<file path="config.mk">
export PLATFORM = sky130hd
export DESIGN_NAME = motor_driver_flat
export DESIGN_NICKNAME = d
export VERILOG_FILES = /design/src/rtl/motor_driver_if.sv /design/src/rtl/motor_driver.sv /design/src/flat_wrapper.sv
export SDC_FILE = /design/constraint.sdc
export NUM_CORES = 1
export LEC_CHECK = 0
export ABC_AREA = 1
export CAP_MARGIN = 20
export CORE_MARGIN = 2
export CORE_UTILIZATION = 60
export CTS_BUF_LIST = sky130_fd_sc_hd__clkbuf_8
export DETAILED_ROUTE_END_ITERATION = 7
export HOLD_SLACK_MARGIN = 0.1
export PLACE_DENSITY_LB_ADDON = 0.15
export SYNTH_ARGS = -nofsm -noshare
export SYNTH_HDL_FRONTEND = slang
export SYNTH_SLANG_ARGS = --single-unit
</file>
<file path="constraint.sdc">
create_clock -name clk -period 2.04 [get_ports clk]
set_clock_uncertainty 0.15 [all_clocks]
set_input_delay 0.408 -clock clk [delete_from_list [all_inputs] [get_ports clk]]
set_output_delay 0.408 -clock clk [all_outputs]
set_load 0.03 [all_outputs]
</file>
<file path="src/rtl/motor_driver_if.sv">
// Command/enable bundle between the navigation controller (master) and the
// H-bridge driver (slave).
interface motor_driver_if;
  logic stop_motor;
  logic front_motor;
  logic turn_left;
  logic turn_right;
  logic rotate;
  logic left_fwd;
  logic left_rev;
  logic right_fwd;
  logic right_rev;
  logic done;

  modport master (
    output stop_motor, front_motor, turn_left, turn_right, rotate,
    input  left_fwd, left_rev, right_fwd, right_rev, done
  );

  modport slave (
    input  stop_motor, front_motor, turn_left, turn_right, rotate,
    output left_fwd, left_rev, right_fwd, right_rev, done
  );
endinterface

</file>
<file path="src/rtl/motor_driver.sv">
// Timed H-bridge driver: priority command decode, dead time, PWM gating and
// manoeuvre timing with a level-held done flag.
//   state  | meaning
//   STOP   | all enables off, cmd_q = STOP
//   DEAD   | all enables off, dead-time down-counter running
//   FWD    | both wheels forward at DUTY_FWD, never completes
//   TL/TR  | one wheel forward at DUTY_TURN for TURN_CYCLES
//   ROT    | left fwd + right rev at DUTY_TURN for ROTATE_CYCLES
//   DONE   | all enables off, done held while command unchanged
module motor_driver #(
  parameter int PWM_PERIOD    = 4,
  parameter int DUTY_FWD      = 4,
  parameter int DUTY_TURN     = 2,
  parameter int TURN_CYCLES   = 8,
  parameter int ROTATE_CYCLES = 12,
  parameter int DEAD_CYCLES   = 2
) (
  input logic            clk,
  input logic            reset,
  motor_driver_if.slave  io_bus
);

  typedef enum logic [2:0] {S_STOP, S_DEAD, S_FWD, S_TL, S_TR, S_ROT, S_DONE} state_t;
  typedef enum logic [2:0] {C_STOP, C_FWD, C_TL, C_TR, C_ROT} cmd_t;

  localparam logic [7:0]  PWM_MAX  = 8'(PWM_PERIOD - 1);
  localparam logic [7:0]  DUTY_F   = 8'(DUTY_FWD);
  localparam logic [7:0]  DUTY_T   = 8'(DUTY_TURN);
  localparam logic [15:0] DEAD_LD  = 16'(DEAD_CYCLES);
  localparam logic [15:0] TURN_LD  = 16'(TURN_CYCLES);
  localparam logic [15:0] ROT_LD   = 16'(ROTATE_CYCLES);

  state_t      r_state;
  cmd_t        r_cmd_q;
  logic [15:0] r_timer;
  logic [7:0]  r_pwm;
  logic [3:0]  r_en;      // {left_fwd, left_rev, right_fwd, right_rev}
  logic        r_done;

  cmd_t        w_cmd;
  logic [7:0]  w_pwm_nxt;

  always_comb begin
    w_cmd = C_STOP;
    if (io_bus.stop_motor)       w_cmd = C_STOP;
    else if (io_bus.rotate)      w_cmd = C_ROT;
    else if (io_bus.turn_left)   w_cmd = C_TL;
    else if (io_bus.turn_right)  w_cmd = C_TR;
    else if (io_bus.front_motor) w_cmd = C_FWD;
  end

  assign w_pwm_nxt = (r_pwm >= PWM_MAX) ? 8'd0 : r_pwm + 8'd1;

  function automatic logic [3:0] drive_mask(cmd_t c);
    case (c)
      C_FWD:   return 4'b1010;
      C_TL:    return 4'b0010;
      C_TR:    return 4'b1000;
      C_ROT:   return 4'b1001;
      default: return 4'b0000;
    endcase
  endfunction

  function automatic logic [7:0] duty_of(cmd_t c);
    return (c == C_FWD) ? DUTY_F : DUTY_T;
  endfunction

  function automatic logic [15:0] len_of(cmd_t c);
    case (c)
      C_TL, C_TR: return TURN_LD;
      C_ROT:      return ROT_LD;
      default:    return 16'd0;
    endcase
  endfunction

  function automatic state_t state_of(cmd_t c);
    case (c)
      C_FWD:   return S_FWD;
      C_TL:    return S_TL;
      C_TR:    return S_TR;
      C_ROT:   return S_ROT;
      default: return S_STOP;
    endcase
  endfunction

  // Outputs are computed from the next state/PWM value so they are registered
  // in the same edge that changes state.
  always_ff @(posedge clk) begin
    if (!reset) begin
      r_state <= S_STOP;
      r_cmd_q <= C_STOP;
      r_timer <= 16'd0;
      r_pwm   <= 8'd0;
      r_en    <= 4'b0000;
      r_done  <= 1'b0;
    end else if (w_cmd == C_STOP) begin
      r_state <= S_STOP;
      r_cmd_q <= C_STOP;
      r_timer <= 16'd0;
      r_pwm   <= 8'd0;
      r_en    <= 4'b0000;
      r_done  <= 1'b0;
    end else if (w_cmd != r_cmd_q) begin
      r_state <= S_DEAD;
      r_cmd_q <= w_cmd;
      r_timer <= DEAD_LD;
      r_pwm   <= 8'd0;
      r_en    <= 4'b0000;
      r_done  <= 1'b0;
    end else begin
      case (r_state)
        S_DEAD: begin
          if (r_timer <= 16'd1) begin
            r_state <= state_of(r_cmd_q);
            r_timer <= len_of(r_cmd_q);
            r_pwm   <= 8'd0;
            r_en    <= drive_mask(r_cmd_q) & {4{8'd0 < duty_of(r_cmd_q)}};
          end else begin
            r_timer <= r_timer - 16'd1;
          end
        end
        S_FWD: begin
          r_pwm <= w_pwm_nxt;
          r_en  <= drive_mask(r_cmd_q) & {4{w_pwm_nxt < duty_of(r_cmd_q)}};
        end
        S_TL, S_TR, S_ROT: begin
          if (r_timer <= 16'd1) begin
            r_state <= S_DONE;
            r_timer <= 16'd0;
            r_en    <= 4'b0000;
            r_done  <= 1'b1;
          end else begin
            r_timer <= r_timer - 16'd1;
            r_pwm   <= w_pwm_nxt;
            r_en    <= drive_mask(r_cmd_q) & {4{w_pwm_nxt < duty_of(r_cmd_q)}};
          end
        end
        S_DONE: begin
          r_en   <= 4'b0000;
          r_done <= 1'b1;
        end
        default: begin
          r_state <= S_STOP;
          r_en    <= 4'b0000;
          r_done  <= 1'b0;
        end
      endcase
    end
  end

  assign io_bus.left_fwd  = r_en[3];
  assign io_bus.left_rev  = r_en[2];
  assign io_bus.right_fwd = r_en[1];
  assign io_bus.right_rev = r_en[0];
  assign io_bus.done      = r_done;

endmodule

</file>
<file path="src/flat_wrapper.sv">
// flat-port wrapper written by rule: the top's interface ports become plain ports
module motor_driver_flat 
#(
  parameter int PWM_PERIOD    = 4,
  parameter int DUTY_FWD      = 4,
  parameter int DUTY_TURN     = 2,
  parameter int TURN_CYCLES   = 8,
  parameter int ROTATE_CYCLES = 12,
  parameter int DEAD_CYCLES   = 2
)
  (clk, reset, io_bus_stop_motor, io_bus_front_motor, io_bus_turn_left, io_bus_turn_right, io_bus_rotate, io_bus_left_fwd, io_bus_left_rev, io_bus_right_fwd, io_bus_right_rev, io_bus_done);
  motor_driver_if io_bus_i ();
  input logic clk;
  input logic reset;
  input wire logic [$bits(io_bus_i.stop_motor)-1:0] io_bus_stop_motor;
  input wire logic [$bits(io_bus_i.front_motor)-1:0] io_bus_front_motor;
  input wire logic [$bits(io_bus_i.turn_left)-1:0] io_bus_turn_left;
  input wire logic [$bits(io_bus_i.turn_right)-1:0] io_bus_turn_right;
  input wire logic [$bits(io_bus_i.rotate)-1:0] io_bus_rotate;
  output wire logic [$bits(io_bus_i.left_fwd)-1:0] io_bus_left_fwd;
  output wire logic [$bits(io_bus_i.left_rev)-1:0] io_bus_left_rev;
  output wire logic [$bits(io_bus_i.right_fwd)-1:0] io_bus_right_fwd;
  output wire logic [$bits(io_bus_i.right_rev)-1:0] io_bus_right_rev;
  output wire logic [$bits(io_bus_i.done)-1:0] io_bus_done;
  assign io_bus_i.stop_motor = io_bus_stop_motor;
  assign io_bus_i.front_motor = io_bus_front_motor;
  assign io_bus_i.turn_left = io_bus_turn_left;
  assign io_bus_i.turn_right = io_bus_turn_right;
  assign io_bus_i.rotate = io_bus_rotate;
  assign io_bus_left_fwd = io_bus_i.left_fwd;
  assign io_bus_left_rev = io_bus_i.left_rev;
  assign io_bus_right_fwd = io_bus_i.right_fwd;
  assign io_bus_right_rev = io_bus_i.right_rev;
  assign io_bus_done = io_bus_i.done;
  motor_driver #(.PWM_PERIOD(PWM_PERIOD), .DUTY_FWD(DUTY_FWD), .DUTY_TURN(DUTY_TURN), .TURN_CYCLES(TURN_CYCLES), .ROTATE_CYCLES(ROTATE_CYCLES), .DEAD_CYCLES(DEAD_CYCLES)) u_core (.clk(clk), .reset(reset), .io_bus(io_bus_i));
endmodule
</file>
[Word-level counts from Yosys, hierarchy flattened]
Index checks and enable logic that the tools add are counted.
Storage, ports and cells
  bits in registers: 35
  output and inout port bits: 5
Cells by class
  add/subtract/negate cells: 2
  $lt $le $gt $ge: 4
  equality and inequality tests: 17
  mux-type cells: 40
  bitwise logic cells: 6
  reduce and logical (&&, ||, !) cells: 14
Operators with widths (count)
  two-way mux 4 bit: 16
  two-way mux 16 bit: 2
  one-hot mux 16 bit (2 select lines): 1
  two-way mux 8 bit: 3
  one-hot mux 8 bit (3 select lines): 1
  two-way mux 3 bit: 7
  less-or-equal comparator 16 x 1 -> 1 bit, second input constant: 1
  one-hot mux 4 bit (4 select lines): 1
  subtractor 16 x 1 -> 16 bit, second input constant: 1
  AND 4 bit: 3
  == test 3 x 2 -> 1 bit, second input constant: 4
  == test 3 bit, second input constant: 4
  one-hot mux 3 bit (4 select lines): 1
  one-hot mux 4 bit (3 select lines): 1
  one-hot mux 3 bit (3 select lines): 1
  AND reduction 3 bit: 3
  adder 8 x 1 -> 8 bit, second input constant: 1
  >= comparator 8 x 2 -> 1 bit, second input constant: 1
  less-than comparator 8 bit: 1
  one-hot mux 4 bit (2 select lines): 1
  OR reduction 2 bit: 4
  == test 3 x 1 -> 1 bit, second input constant: 2
  != test 2 x 1 -> 1 bit, second input constant: 3
  != test 3 x 1 -> 1 bit, second input constant: 2
  other kinds (12): 18

[Depth between registers and ports, before layout]
  depth after elaboration: 12
  depth in mapped cells: 13
  gate-level depth less buffers: 13

[Worst setup path before layout]
Ideal clock, no wire load.
  path kind: register to register
  start: register u_core.r_timer[0]
  end: register u_core.r_timer[10]
  setup time: 0.129 ns
  data arrival time: 1.404 ns
  data required time: 1.761 ns
  path slack: 0.357 ns
  cell stages (with the launch flop): 10
  path buffers: 0
  path through: dfxtp_1 > inv_1 > ha_1 > inv_1 > nand2_1 > nand2_1 > nor2_1 > nand2_4 > o21ai_2 > nor2_1
On the way
  cells in the longest elaborated chain, start to end: 3
  elaborated cells on any way between the ends: 5
  those cells by class: add/sub (1); order compare (1); mux (3)
RTL lines
  start, declared: line motor_driver.sv:35  | logic [15:0] r_timer;
  start signal, assigned: line motor_driver.sv:115  | r_timer <= len_of(r_cmd_q);
  start signal, assigned: line motor_driver.sv:119  | r_timer <= r_timer - 16'd1;
  start signal, assigned: line motor_driver.sv:133  | r_timer <= r_timer - 16'd1;
  subtractor 16 x 1 -> 16 bit / less-or-equal comparator 16 x 1 -> 1 bit (equally long branches)
  two-way mux 16 bit, on equally long branches: line motor_driver.sv:127, motor_driver.sv:113
  one-hot mux 16 bit (2 select lines) *: line motor_driver.sv:111  | case (r_state)
Mark *: on every way between the ends. The rest lies on a longest branch, timed or not.
A chain may end at the register's enable or synchronous reset.

[Worst setup path in the final report]
  start: input io_bus_stop_motor
  end: register u_core.r_pwm[7]
On the way
  cells in the longest elaborated chain, start to end: 3
  elaborated cells on any way between the ends: 4
  those cells by class: eq/ne (1); mux (1); reduce/logical (2)
RTL lines
  start, declared: line flat_wrapper.sv:15  | input wire logic [$bits(io_bus_i.stop_motor)-1:0] io_bus_stop_motor;
  two-way mux 3 bit *: line motor_driver.sv:45  | if (io_bus.stop_motor) w_cmd = C_STOP;
  != test 3 bit / logical NOT 3 bit (equally long branches): line motor_driver.sv:103, motor_driver.sv:96
  OR reduction 3 bit (no source line) *
  end signal, assigned: line motor_driver.sv:123  | r_pwm <= w_pwm_nxt;
  end signal, assigned: line motor_driver.sv:134  | r_pwm <= w_pwm_nxt;
  end, declared: line motor_driver.sv:36  | logic [7:0] r_pwm;
Marked as above.

==> metrics.md <==
| Metric | Value |
|---|---|
| Vias post-DR | 1690 |
| Fin area | 0.002248 mm2 |
| Flop2flop setup slack | 190 ps |
| Root buffer cell | clkbuf_8 |
| Endpoints failing setup | 0 |
| Dominant cell type by area after synthesis | dfxtp_1 |
| Reg2reg path depth | 13 |
| Seq/Total Area, Yosys | 34.69% |
| Most common cell on crit path | nor2_4 |
| Peak VDD IR | 0.4795 mV |
| Setup crit end kind | register |
| WP data required | 2090 ps |
| Met2 usage | 40.58% |
| Vias per inst | 5.015 |
| Die Y | 61.18 um |
| Largest cells by area after synthesis | dfxtp_1 (35%), nand2_1 (8.4%), nor2_1 (6.7%) |
| Hold depth | 2 |
| DR pass1 iterations | 4 |
| Antenna violations before repair | 0 |
| Clock tree buffer depth | 2 |
| Pre-CTS setup slack | -127.5 ps |
| Crit-path slowest cell | clkdlybuf4s50_1 |
| CP max FO | 16 |
| Syn_area_per_cell | 7.266 um2 |
| Synthesis Warnings | 0 |
| Pwr/cell area | 652.8 mW/mm2 |
| Clk_lat worst skew | 290 ps |
| Top_reg_cell synth | dfxtp_1 |
| Share of the synthesized area in the top cell type | 34.69% |
| Final ANT Viol Nets | 0 |
| DRC viols | 0 |
| Synth Cell Area | 0.001962 mm2 |
| CTS Sinks | 34 |
| Post-layout util | 73.05% |
| Horiz. Die Dim | 61.18 um |
| GR Overflow Total | 0 |
| Hold Startpoint | u_core.r_pwm[6] |
| EDFF count, synth | 0 |
| WP data arrival | 1940 ps |
| Setup TNS | 0 ps |
| Pin count of the biggest net entering global routing | 17 |
| CP bufs+invs | 2 |
| Worst hold slack | 296.1 ps |
| Power share of the sequential group | 46.5% |
| Post-synth top cells | nand2_1 (44), nor2_1 (35), dfxtp_1 (34), inv_1 (30), a21oi_1 (22) |
| Total track usage | 24.68% |
| Layout cells sized above 1 | 16.72% |
| Antenna diodes | 0 |
| Count leader, synth | nand2_1 |
| First DRT Iteration DRCs | 69 |
| Drt total wl | 3859 um |
| CTS Buf Count | 5 |
| Nets | 304 |
| Final Max Slew Viols | 0 |
| Hold Path End | u_core.r_pwm[6] |
| Vias in the first global route | 1633 |
| Pint | 1037 uW |
| Sw Ratio | 29.32% |
| Leakage power | 0.0009559 uW |
| Final hold violations | 0 |
| Clk pwr share | 35.5% |
| Post-DP Area | 0.002147 mm2 |
| Async set-or-reset flop fraction in the synthesized netlist | 0% |
| Status | completed |
| GRT busiest layer | met2 |
| F_max | 528.5 MHz |
| Final min period | 1892 ps |
| Met1 Resource Use GR | 30.25% |
| CP Class | input port to register |
| CTS Hold Bufs | 0 |
| TritonCTS clock tree | yes |
| R2r endpoint | u_core.r_pwm[0] |
| # rows | 20 |
| Met3 GRT Util | 6.092% |
| Core area | 0.003078 mm2 |
| Post-DP HPWL | 2825 um |
| P&R area growth vs syn | 14.60% |
| Fin crit share | 92.75% |
| Worst setup startpoint | io_bus_stop_motor |
| Max incr delay on CP | 460 ps |
| NetSw | 430.3 uW |
| H-tree depth | 2 |
| CP Launch Type | input port |
| Setup ws final | 147.8 ps |
| Mapped Cells | 270 |
| Port buffer count | 10 |
| First-pass GRT wire length | 6837 um |
| Synth Register Bits | 34 |
| Tightest Hold Check Type | register to register |
| Worst r2r src | u_core.r_timer[0] |
| Comb pwr share | 18.0% |
| Drt wl/cell | 11.45 um |
| Die Area | 0.003743 mm2 |
| Clock Pin Slew Worst Setup and Hold Paths | 70 ps |
| Final GP Congestion | 0.8419 |
| CP cell instances | clkdlybuf4s50_1, nor2_4, o21ai_2, xor2_1, nor2_1, nand2_2, nor2_4, inv_2, nor3_1 |
| IO Pins | 12 |
| Max-cap violation count | 0 |
| Initial Util | 63.74% |
| CP top delay family | simple AND/OR/NAND/NOR gates |
| Yosys cell types | 37 |
-- stage by stage --
stage | total power, uW | std cells
3_3_place_gp | 952.1 | 329
6_report | 1468 | 337
3_5_place_dp | 953.7 | 329
4_1_cts | 1466 | 337
5_1_grt | 1525 | 337
2_1_floorplan | 892.6 | 271
-- worst reg2reg max path: cells and delay by family, from the launching register on --
kind	cells	cell delay (ps)
AND/OR/NAND/NOR	8	650
flip-flops	1	340
buffers and inverters	3	300
adder cells (fa/ha/maj)	1	210
AO/OA/AOI/OAI	1	140
-- flip-flops by register name, indices dropped and copies added, names as in the netlist --
name and cells:
u_core.r_pwm 8, u_core.r_state 3, u_core.r_en 3, u_core.io_bus.done 1, u_core.r_cmd_q 3, u_core.r_timer 16
-- what timing repair did --
item | CTS | global route
setup endpoints to repair | 0 | 10
buffers inserted | 0 | 0
gates resized for setup | 0 | 2
-- final cells by class --
class | count | area (um2)
Fill cell | 265 | 829.5
Clock buffer | 6 | 82.58
Multi-Input combinational cell | 196 | 1125
Sequential cell | 34 | 680.7
Tap cell | 44 | 55.05
Timing Repair Buffer | 16 | 145.1
Inverter | 39 | 151.4
Clock inverter | 2 | 8.758
-- layer usage --
metal  wire, um  share of wire [%]
met2       1821                 47
met3        123                3.2
met5          0                  0
met4        100                2.6
met1       1813                 47
-- power by group through the flow --
stage,Combinational [uW],Sequential (uW),Clock (uW)
6_report,264,683,521
5_1_grt,297,684,543
4_1_cts,258,683,525
3_5_place_dp,256,698,0
3_3_place_gp,254,698,0
2_1_floorplan,196,696,0
-- cell families after synthesis --
group                    count (synthesis)  synth area share (%)
AO/OA/AOI/OAI                           39                 12.12
XOR/XNOR                                13                 5.804
adder cells (fa/ha/maj)                  5                 3.189
buffers and inverters                   41                 8.674
flip-flops                              34                 34.69
other                                    1                0.1911
AND/OR/NAND/NOR                        137                 35.33
-- cell usage in the layout, fill, tap and decap left out, drive strengths merged --
cell type / synthesis / routed
a211oi: 2 / 2
a21oi: 23 / 23
buf: 2 / 6
clkbuf: 0 / 6
clkdlybuf4s50: 0 / 10
clkinv: 1 / 2
conb: 1 / 2
dfxtp: 34 / 34
ha: 5 / 5
inv: 38 / 39
nand2: 53 / 53
nand3: 21 / 21
nand3b: 1 / 1
nand4: 1 / 1
nor2: 43 / 43
nor3: 14 / 14
o2111ai: 1 / 1
o211ai: 1 / 1
o21ai: 12 / 12
or2: 4 / 4
xnor2: 3 / 3
xor2: 10 / 10
-- worst max-delay path by stage --
stage / end / slack, ps / depth (start not counted)
after floorplan: u_core.r_timer[10] / 360 / 9
after global placement: u_core.io_bus.done / -70 / 9
after detailed placement: u_core.r_timer[13] / -130 / 9
after CTS: u_core.r_timer[15] / 100 / 9
after global routing: u_core.io_bus.done / -1 / 9
final: u_core.r_pwm[7] / 150 / 9
No activity file was read; power rests on OpenSTA's default activity.
==> edit 1, RTL diff (same settings) <==
`TURN_CYCLES` is set to 8 in 2 places; all go to 6.
--- a/src/rtl/motor_driver.sv
+++ b/src/rtl/motor_driver.sv
@@ -11,7 +11,7 @@
   parameter int PWM_PERIOD    = 4,
   parameter int DUTY_FWD      = 4,
   parameter int DUTY_TURN     = 2,
-  parameter int TURN_CYCLES   = 8,
+  parameter int TURN_CYCLES   = 6,
   parameter int ROTATE_CYCLES = 12,
   parameter int DEAD_CYCLES   = 2
 ) (
--- a/src/flat_wrapper.sv
+++ b/src/flat_wrapper.sv
@@ -4,7 +4,7 @@
   parameter int PWM_PERIOD    = 4,
   parameter int DUTY_FWD      = 4,
   parameter int DUTY_TURN     = 2,
-  parameter int TURN_CYCLES   = 8,
+  parameter int TURN_CYCLES   = 6,
   parameter int ROTATE_CYCLES = 12,
   parameter int DEAD_CYCLES   = 2
 )
Check against the original RTL: not equivalent (Yosys sat finds a counterexample within 10 cycles, from zero or initial values).
==> edit 1 against the unedited design <==
Routed wire length is 5.5% lower. Critical path type unchanged. Sequential cell count unchanged. Synthesized area about the same. Largest cell class unchanged. Cell area shrank 1.4%. Total power is 0.28% higher. Core utilization shrank 1.0 points. Worst setup slack got worse by 0.0021 ns. Via count is 1.5% lower. Combinational power up 3%.
==> edit 1: results (changes against the unedited design) <==
* GRT Total Usage at 21.55% (-3.1 points)
* CP top delay family: simple AND/OR/NAND/NOR gates
* Non-filler cells, final at 339 (+0.59%)
* DP Wirelength at 2800 um (-0.88%)
* Root buf cell: clkbuf_8
* Leakage power at 0.9593 nW (+0.35%)
* Ranking of synthesized cells by area: dfxtp_1 (35%), nand2_1 (10%), nor2_1 (9.2%)
* Maximum vdd drop at 0.0004304 V (-10%)
* Yosys cell types at 32 (-14%)
* Via Count at 1664 (-1.5%)
* Cell Area, Placed at 2112 sq um (-1.6%)
* DP Cell Count at 331 (+0.61%)
* Status: finished clean
* NumNets Final at 306 (+0.66%)
* Iter 0 DRT Violations at 66 (-4.3%)
* # H-tree levels at 2 (unchanged)
* Hold crit path type: reg -> reg
* First-pass GRT wire length at 6030 um (-12%)
* Vias in the first global route at 1514 (-7.3%)
* Register area share after synthesis at 34.72% (about the same)
* Fraction of layout cells with a size suffix above 1 at 14.58% (-2.1 points)
* Drt total wl at 3647 um (-5.5%)
* CTS clock-pin slew for the worst setup and hold paths at 0.06 ns
* Synth cell count leaders: nand2_1 (53), nor2_1 (48), dfxtp_1 (34)
* CP max FO at 13 (-3)
-- edit 1: cell count changes after synthesis, moves of 3 or more --
cell / change
nor2_4: -3
a21oi_1: -3
nand2_1: +9
nand2_2: -3
nor3_1: -7
nor2_1: +13
nand2_4: +3
-- edit 1: kinds of logic (layout without fill, tap and decap cells) --
family	Yosys count	count (layout)	synth area share, %
other	1	2	0.1913
AND/OR/NAND/NOR	145	145	35.16
XOR/XNOR	14	14	6.254
adder cells (fa/ha/maj)	5	5	3.191
flip-flops	34	34	34.72
buffers and inverters	41	59	8.934
AO/OA/AOI/OAI	36	36	11.55
-- edit 1: per-layer routing --
layer | part of all wire [%] | global-route usage [%]
met3 | 3.2 | 5.672
met2 | 49 | 38.60
met4 | 1.4 | 7.453
met5 | 0 | 0
met1 | 46 | 24.64
-- edit 1: final timing paths --
check	from	to	slack (ns)	cells past startpoint
hold reg to reg	u_core.r_pwm[7]	u_core.r_pwm[7]	0.29	2
hold / removal	u_core.r_pwm[7]	u_core.r_pwm[7]	0.29	2
setup / recovery	io_bus_stop_motor	u_core.io_bus.done	0.15	9
setup reg to reg	u_core.r_timer[0]	u_core.r_state[0]	0.19	12
-- edit 1: area by class of cell --
cell class / count / area [sq um]
multi-input combinational: 202 / 1119
fill: 273 / 860.8
clock buffer: 6 / 82.58
timing repair buffer: 13 / 122.6
tap: 44 / 55.05
clock inverter: 2 / 12.51
inverter: 38 / 145.1
sequential: 34 / 680.7
-- edit 1: stage by stage --
step / setup slack (ns) / hold WS (ns)
after detailed placement: -0.1577 / 0.2822
after global placement: -0.1209 / 0.2807
final: 0.1457 / 0.2924
after CTS: 0.06320 / 0.2930
after global routing: -0.009843 / 0.3066
after floorplan: 0.3592 / 0.2725
-- edit 1: what timing repair did --
| action | CTS | global route |
|---|---|---|
| resized for setup | 0 | 2 |
| setup buffers | 0 | 0 |
| setup endpoints to repair | 0 | 8 |
-- edit 1: tightest hold or removal path, delay by kind of cell (launching register included) --
kind             cells  cell delay [ns]
and+or+nand+nor      2             0.10
DFF                  1             0.31
-- edit 1: power by group --
group,internal [mW],switching (mW),leakage [nW],total [mW]
sequential,0.674,0.00955,0.274,0.684
clock,0.271,0.244,0.0472,0.515
combinational,0.0963,0.176,0.638,0.273
==> edit 2, RTL diff (same flow settings) <==
Made on the original files. Re-encode `cmd_t` (5 values) as Gray code, 3 bits wide.
--- a/src/rtl/motor_driver.sv
+++ b/src/rtl/motor_driver.sv
@@ -21,7 +21,7 @@
 );
 
   typedef enum logic [2:0] {S_STOP, S_DEAD, S_FWD, S_TL, S_TR, S_ROT, S_DONE} state_t;
-  typedef enum logic [2:0] {C_STOP, C_FWD, C_TL, C_TR, C_ROT} cmd_t;
+  typedef enum logic [2:0] {C_STOP = 3'b000, C_FWD = 3'b001, C_TL = 3'b011, C_TR = 3'b010, C_ROT = 3'b110} cmd_t;
 
   localparam logic [7:0]  PWM_MAX  = 8'(PWM_PERIOD - 1);
   localparam logic [7:0]  DUTY_F   = 8'(DUTY_FWD);
Behaviour: same outputs for any inputs over 10 cycles, from zero or initial values; not proved beyond that.
==> edit 2 against the unedited design <==
Sequential cell count stayed put. Cell area grew 0.33%. Largest cell class unchanged. Synthesized area shrank 2.2%. Routed wire length is 1.1% lower. Total power is 12% higher. Core utilization up 0.84 points. Critical path depth fell by 8. Worst setup slack improved by 0.034 ns. Die area down 2.0%.
==> edit 2: results (changes against the unedited design) <==
* Non-filler cells, final at 361 (+7.1%)
* Via Count at 1803 (+6.7%)
* CP max FO at 2 (-14)
* CP top delay family: buffers and inverters
* Worst Path Arrival at 1.30 ns (-0.64 ns)
* Fillers at 258 (-2.6%)
* Iter 0 DRT Violations at 66 (-4.3%)
* Dpl ws at -0.09194 ns (+0.03559 ns)
* Leakage power at 1.044 nW (+9.2%)
* DP Cell Count at 352 (+7.0%)
* Status: finished clean
* RR Endpoint: u_core.r_state[0]
* Largest net degree at the start of global routing at 23 (+6)
* Routability cong. at 0.8813 (+4.7%)
* Switching share of power at 26.81% (-2.5 points)
* Fraction of layout cells with a size suffix above 1 at 11.36% (-5.4 points)
* DP Wirelength at 2862 um (+1.3%)
* GRT Total Usage at 22.87% (-1.8 points)
* Drt total wl at 3816 um (-1.1%)
* Reg2Reg Depth at 14 (+1)
* Synth Instances at 292 (+8.1%)
* Synth cell count leaders: nand2_1 (68), nor2_1 (57), dfxtp_1 (34)
* Ranking of synthesized cells by area: dfxtp_1 (35%), nand2_1 (13%), nor2_1 (11%)
* Register area share after synthesis at 35.46% (+0.77 points)
* Worst hold path startpoint: u_core.r_pwm[5]
* WHS Endpoint: u_core.r_pwm[5]
* First-pass GRT wire length at 6285 um (-8.1%)
* Worst r2r src: u_core.r_timer[1]
==> edit 2: changes by cell type in the layout (fill, tap and decap cells not counted), moves of 3 or more <==
| cell | change |
|---|---|
| a21oi_1 | -6 |
| buf_4 | +6 |
| inv_2 | -4 |
| nand2_1 | +22 |
| nand3_1 | +3 |
| nor2_1 | +23 |
| nor2_4 | -4 |
==> edit 2: per-layer routing <==
layer / routed length, um / vias up / part of all wire (%) / global-route usage [%]
met5: 0 / - / 0 / 0
met4: 65 / 0 / 1.7 / 8.385
met3: 112 / 10 / 2.9 / 5.117
met2: 1913 / 19 / 50 / 41.17
met1: 1724 / 812 / 45 / 26.42
li1: - / 962 / - / -
==> edit 2: cells by family after synthesis <==
| logic type | count (synthesis) | synth area share [%] |
|---|---|---|
| other | 1 | 0.1954 |
| adders and majority gates | 5 | 3.259 |
| buffers and inverters | 41 | 9.192 |
| AOI/OAI and AO/OA | 29 | 8.540 |
| and+or+nand+nor | 169 | 37.42 |
| xor gates and xnor gates | 13 | 5.932 |
| DFF | 34 | 35.46 |
==> edit 2: how the worst max path moves through the flow <==
stage / start / endpoint / slack (ns) / cells after the start
after floorplan: u_core.r_timer[0] / u_core.r_en[1] / 0.29 / 13
after global placement: io_bus_rotate / u_core.r_pwm[3] / 0.01 / 8
after detailed placement: io_bus_rotate / u_core.r_pwm[2] / -0.09 / 8
after CTS: u_core.r_timer[0] / u_core.r_timer[2] / 0.06 / 13
after global routing: u_core.r_timer[1] / u_core.r_state[0] / 0.008 / 14
final: u_core.io_bus.done / io_bus_done / 0.18 / 1
==> edit 2: per-stage QoR <==
step	hold WS [ns]	area [sq um]	setup TNS [ns]	utilization (%)
floorplan	0.2731	1923	0	-
global placement	0.2811	2115	0	69.26
detailed placement	0.2849	2115	-0.9736	69.26
CTS	0.2947	2227	0	72.95
global route	0.3167	2256	0	73.89
finish	0.2907	2256	0	73.89
==> edit 2: final cells by class <==
class / count / area, sq um / area share, %
Inverter: 36 / 137.6 / 6.101
Multi-Input combinational cell: 218 / 1079 / 47.81
Tap cell: 44 / 55.05 / 2.440
Clock buffer: 6 / 82.58 / 3.661
Clock inverter: 1 / 30.03 / 1.331
Sequential cell: 34 / 681.9 / 30.23
Timing Repair Buffer: 22 / 190.2 / 8.430
==> edit 2: repair_timing <==
item | in CTS | in global routing
buffers inserted | 0 | 2
resized for setup | 0 | 7
setup endpoints to repair | 0 | 21
==> edit 2: power groups by stage <==
stage / Sequential (mW) / Clock, mW / Combinational, mW
final: 0.686 / 0.622 / 0.340
after global routing: 0.687 / 0.651 / 0.384
after CTS: 0.686 / 0.630 / 0.323
after detailed placement: 0.701 / 0 / 0.321
after global placement: 0.700 / 0 / 0.318
after floorplan: 0.699 / 0 / 0.238
